### config.mk
export PLATFORM = sky130hd
export DESIGN_NAME = activation_collector
export DESIGN_NICKNAME = d
export VERILOG_FILES = /design/src/rtl/activation_collector.sv
export SDC_FILE = /design/constraint.sdc
export NUM_CORES = 1
export LEC_CHECK = 0
export BUFFER_PORTS_ARGS = -buffer_cell sky130_fd_sc_hd__clkbuf_2
export CORE_MARGIN = 1
export CORE_UTILIZATION = 24
export CTS_BUF_LIST = sky130_fd_sc_hd__clkbuf_4 sky130_fd_sc_hd__clkbuf_8
export DETAILED_ROUTE_END_ITERATION = 7
export SKIP_LAST_GASP = 1
export SLEW_MARGIN = 30
export SYNTH_ARGS = -nofsm -noshare
export SYNTH_HDL_FRONTEND = slang
export SYNTH_SLANG_ARGS = --single-unit
### constraint.sdc
create_clock -name clk -period 3.3 [get_ports clk]
set_input_delay 0.66 -clock clk [delete_from_list [all_inputs] [get_ports clk]]
set_output_delay 0.66 -clock clk [all_outputs]
set_load 0.02 [all_outputs]
### src/rtl/activation_collector.sv
// Purpose : gathers one frame of output-layer activations into a packed vector
//           and pulses digit_en once every slot has been filled.
// Latency : slot written on the accepting edge; digit_en high the cycle after the last beat.
// Backpressure: act_ready is high only while collecting. It is decoded from the
//           state register, so there is no combinational path from act_valid.
// Macro   : ACT_CLIP_EN selects ReLU + saturation clipping. When the macro is
//           undefined, plain truncation is used.
// Ports   : clk, reset (async active-low), start, act_valid/act_ready/act_index/act_data (beat stream),
//           output_activations (packed slots), digit_en (done pulse), busy, error (sticky).
module activation_collector #(
  parameter int NEURON_NUMBER = 10,
  parameter int RESOLUTION    = 8,
  parameter int ACC_WIDTH     = 16
) (
  input  logic                              clk,
  input  logic                              reset,
  input  logic                              start,
  input  logic                              act_valid,
  output logic                              act_ready,
  input  logic [3:0]                        act_index,
  input  logic [ACC_WIDTH-1:0]              act_data,
  output logic [RESOLUTION*NEURON_NUMBER-1:0] output_activations,
  output logic                              digit_en,
  output logic                              busy,
  output logic                              error
);

  localparam int CW = $clog2(NEURON_NUMBER + 1);
  localparam logic [4:0] IDX_LIM = 5'(NEURON_NUMBER);
  localparam logic [CW-1:0] LAST_CNT = CW'(NEURON_NUMBER - 1);

  typedef enum logic [1:0] {IDLE, COLLECT, DONE} state_t;

  state_t                              state_q, state_d;
  logic [NEURON_NUMBER-1:0]            mask_q, mask_d;
  logic [CW-1:0]                       count_q, count_d;
  logic                                error_q, error_d;
  logic [RESOLUTION*NEURON_NUMBER-1:0] slots_q, slots_d;
  logic                                act_ready_q, act_ready_d;
  logic                                digit_en_q, digit_en_d;
  logic                                busy_q, busy_d;

  logic [RESOLUTION-1:0]               clip_val;
  logic [NEURON_NUMBER-1:0]            idx_onehot;
  logic                                in_range;
  logic                                dup;

  // Clip the signed accumulator value into an unsigned slot.
`ifdef ACT_CLIP_EN
  localparam logic [ACC_WIDTH-1:0] SAT_MAX = ACC_WIDTH'((2 ** RESOLUTION) - 1);
  always_comb begin
    if (act_data[ACC_WIDTH-1]) begin
      clip_val = '0;
    end else if (act_data > SAT_MAX) begin
      // Only non-negative values reach this compare, so an unsigned compare is safe.
      clip_val = '1;
    end else begin
      clip_val = act_data[RESOLUTION-1:0];
    end
  end
`else
  logic unused_data_hi;
  assign unused_data_hi = ^act_data[ACC_WIDTH-1:RESOLUTION];
  always_comb begin
    clip_val = act_data[RESOLUTION-1:0];
  end
`endif

  // An out-of-range index shifts the single set bit out of the vector, so the
  // one-hot value becomes zero. That zero can never match a mask bit.
  assign idx_onehot = NEURON_NUMBER'(1) << act_index;
  assign in_range   = {1'b0, act_index} < IDX_LIM;
  assign dup        = |(mask_q & idx_onehot);

  always_comb begin
    state_d = state_q;
    mask_d  = mask_q;
    count_d = count_q;
    error_d = error_q;
    slots_d = slots_q;

    if (start) begin
      // start takes priority over any beat arriving on the same edge.
      state_d = COLLECT;
      mask_d  = '0;
      count_d = '0;
      error_d = 1'b0;
      slots_d = '0;
    end else begin
      case (state_q)
        IDLE: state_d = IDLE;
        COLLECT: begin
          if (act_valid) begin
            if (!in_range || dup) begin
              error_d = 1'b1;
            end else begin
              mask_d  = mask_q | idx_onehot;
              count_d = count_q + CW'(1);
              for (int i = 0; i < NEURON_NUMBER; i++) begin
                if (idx_onehot[i]) slots_d[i*RESOLUTION +: RESOLUTION] = clip_val;
              end
              if (count_q == LAST_CNT) state_d = DONE;
            end
          end
        end
        DONE:    state_d = IDLE;
        default: state_d = IDLE;
      endcase
    end

    // The outputs are registered from the next-state value, so they line up with the state register.
    act_ready_d = (state_d == COLLECT);
    digit_en_d  = (state_d == DONE);
    busy_d      = (state_d != IDLE);
  end

  always_ff @(posedge clk or negedge reset) begin
    if (!reset) begin
      state_q     <= IDLE;
      mask_q      <= '0;
      count_q     <= '0;
      error_q     <= 1'b0;
      slots_q     <= '0;
      act_ready_q <= 1'b0;
      digit_en_q  <= 1'b0;
      busy_q      <= 1'b0;
    end else begin
      state_q     <= state_d;
      mask_q      <= mask_d;
      count_q     <= count_d;
      error_q     <= error_d;
      slots_q     <= slots_d;
      act_ready_q <= act_ready_d;
      digit_en_q  <= digit_en_d;
      busy_q      <= busy_d;
    end
  end

  assign act_ready          = act_ready_q;
  assign digit_en           = digit_en_q;
  assign busy               = busy_q;
  assign error              = error_q;
  assign output_activations = slots_q;

endmodule

==> impl_metrics.toml <==
[timing]
hold_viol_final = 0
setup_viol = 0
slew-limit-headroom_pct = 53.0
slew_violations = 0
fin_crit_ns = 2.68
hold_slack_ns = 0.263
fmax_mhz = 373
fin_skew_ns = 0.0154
rsz0062_at_grt = "no"
tns_ns = 0
fin_crit_sh_pct = 81.3
worst_pin_slew_ns = 0.703

[logic_synthesis]
ys_ff_latch = 100
synth.most_common_cell = "dfrtp_1"
yosys_warnings = 0
yosys.cell_types.count = 39
synthTopCellsByCount = "100 x dfrtp_1, 46 x a21oi_1, 40 x o21ai_0"
synthesis.nets = 464
ys.flop_type = "dfrtp_1"
synthesis.instances = 438
synth.largest_area_cell = "dfrtp_1"
syn_area_per_cell_sq_um = 10.2
synth_edf_count = 0
ys_async_sr_fraction_pct = 100
synth_top_area_share_pct = 56.1
synthTopCellsByArea = "dfrtp_1 56%, mux2i_1 5.8%, a21oi_1 5.2%"
netlist_area_sq_mm = 0.00446
ys_seq_area_share_pct = 56.1

[grt]
groute.usage.overall_pct = 14.5
grt_pass1_vias = 3634
grt_pass1_wl_microns = 21400
grt_max_degree = 58
antenna_found_initial = 2
overflow = 0

[job]
drv_cap = 0

[cts]
cts_root_buf = "clkbuf_8"
cts_resized = 0
cts.sinks = 100
clk_latency_ns = 0.39
cts_max_level = 3
cts.hold.buffers_added = 0
clk_pin_slew_worst_paths_ns = 0.11
cts_buffers = 9
cts_buffer_depth = 2
cts_tree = "built"
cts_setup_buffers = 0

[pwr]
ir_drop_uv = 176
power_switching_mw = 0.674
p_clk_share_pct = 38.1
combPwrFrac_pct = 10.2
p_seq_share_pct = 51.7
internal_power_mw = 1.76
swShare_pct = 27.7
power_density_mw_per_mm2 = 450
p_leak_nw = 2.55

[place]
gp_congestion = 0.816
placed_area_sq_mm = 0.00518
port-buffer-count = 99
dp.cells = 737
hpwl_microns = 8900

[finish]
num-nets-final = 545
syn_to_final_growth_pct = 21.3
fillers = 1864
layout-drive-gt1-share_pct = 25.2
fin_area_sq_mm = 0.00542
regArea_sq_mm = 0.00250
stdcell_count = 755
multi_input_area_sq_mm = 0.00175
final_util_pct = 29.9

[drt]
via_per_inst = 4.94
wl_per_cell_microns = 17.8
dr.first_iter.drc_count = 280
num_vias = 3727
ant_nets = 0
drc = 14
first_pass_iters = 6
wirelength_microns = 13400

[critical_path]
cp.required_ns = 3.60
worst_r2r_endpoint = "output_activations[65]$_DFFE_PN0P_"
worst_r2r_path_depth = 6
cp_max_fo = 18
cp.arrival_ns = 2.98
rr_startpoint = "mask_q[9]$_DFFE_PN0P_"
crit_type = "in -> reg"
critPathLaunchType = "input port"
ff2ff_setup_slack_ns = 0.71
worst_setup_path_end_kind = "flop"

[outcome]
violations = "design-rule violations"
outcome = "finished with violations"

[die]
core_area_sq_mm = 0.0181
die_x_microns = 138
ios = 108
dieHeight_microns = 138
initial_core_util_pct = 24.7
placementRows = 49
die_area_sq_mm = 0.0192

[min_path]
hold_path.class = "in -> async"
## state kept, by name, indices dropped and copies added (netlist names)
name and count:
act_ready 1, busy 1, count_q 4, digit_en 1, error 1, mask_q 10, output_activations 80, state_q 2
## power groups by stage
stage               sequential, mW  clock [mW]  combinational [mW]
finish                        1.26       0.928               0.247
global route                  1.26       0.991               0.273
CTS                           1.26       0.951               0.251
detailed placement            1.28           0               0.251
global placement              1.28           0               0.250
floorplan                     1.30           0               0.121
## cell families after synthesis
kind of cell | Yosys count | synth area share, %
and+or+nand+nor | 115 | 13.1
muxes | 27 | 6.08
AOI/OAI and AO/OA | 143 | 19.3
DFF | 100 | 56.1
buffers and inverters | 51 | 4.88
adders and majority gates | 2 | 0.560
## area by class of cell
cell class	instances	area share [%]
flip-flops and latches	100	46.2
inverters	10	0.693
clock buffers	10	2.54
diodes	2	0.0924
multi-input cells	287	32.3
repair buffers	111	11.1
clock inverters	6	1.76
well taps	229	5.29
## per-stage QoR
stage / power (mW) / setup WS (ns)
floorplan: 1.42 / 0.771
global placement: 1.53 / 0.269
detailed placement: 1.53 / 0.225
CTS: 2.46 / 0.645
global route: 2.53 / 0.535
finish: 2.43 / 0.617
## worst max path at each step
stage | startpoint | endpoint | slack [ns]
2_1_floorplan | act_index[0] | output_activations[76]$_DFFE_PN0P_ | 0.77
3_3_place_gp | act_index[0] | output_activations[66]$_DFFE_PN0P_ | 0.27
3_5_place_dp | act_index[0] | output_activations[65]$_DFFE_PN0P_ | 0.23
4_1_cts | act_index[0] | output_activations[65]$_DFFE_PN0P_ | 0.65
5_1_grt | act_index[0] | output_activations[65]$_DFFE_PN0P_ | 0.53
6_report | act_index[0] | output_activations[65]$_DFFE_PN0P_ | 0.62
## cell usage in the layout, fill, tap and decap left out, types with 2 or more instances in the layout
master	n
a31oi_1	2
inv_1	10
buf_4	12
o21ai_0	40
nor2b_1	4
diode_2	2
dfrtp_1	100
o211ai_1	24
a21oi_1	46
nand3b_1	2
clkbuf_2	98
o21a_1	6
clkbuf_8	10
clkinvlp_4	2
and3_1	4
or3_1	2
o31ai_1	17
nand4_1	17
nand2_1	36
bufinv_16	2
nand3_1	30
nor4b_1	2
ha_1	2
nor2_1	10
mux2i_1	26
## worst max-delay path: stages
cell,delay [ns]
clkbuf_2,0.21
mux2i_1,0.22
o22ai_1,0.13
or4_2,0.91
buf_4,0.30
o21a_1,0.31
o21ai_0,0.23
## metal layers
metal | global-route usage, % | vias to the layer above | routed length (microns)
met1 | 20.9 | 1855 | 6470
met4 | 4.79 | 0 | 188
met3 | 3.60 | 11 | 698
met5 | 0 | - | 0
met2 | 21.1 | 104 | 6070
li1 | - | 1757 | -
No activity file was read; power rests on OpenSTA's default activity.
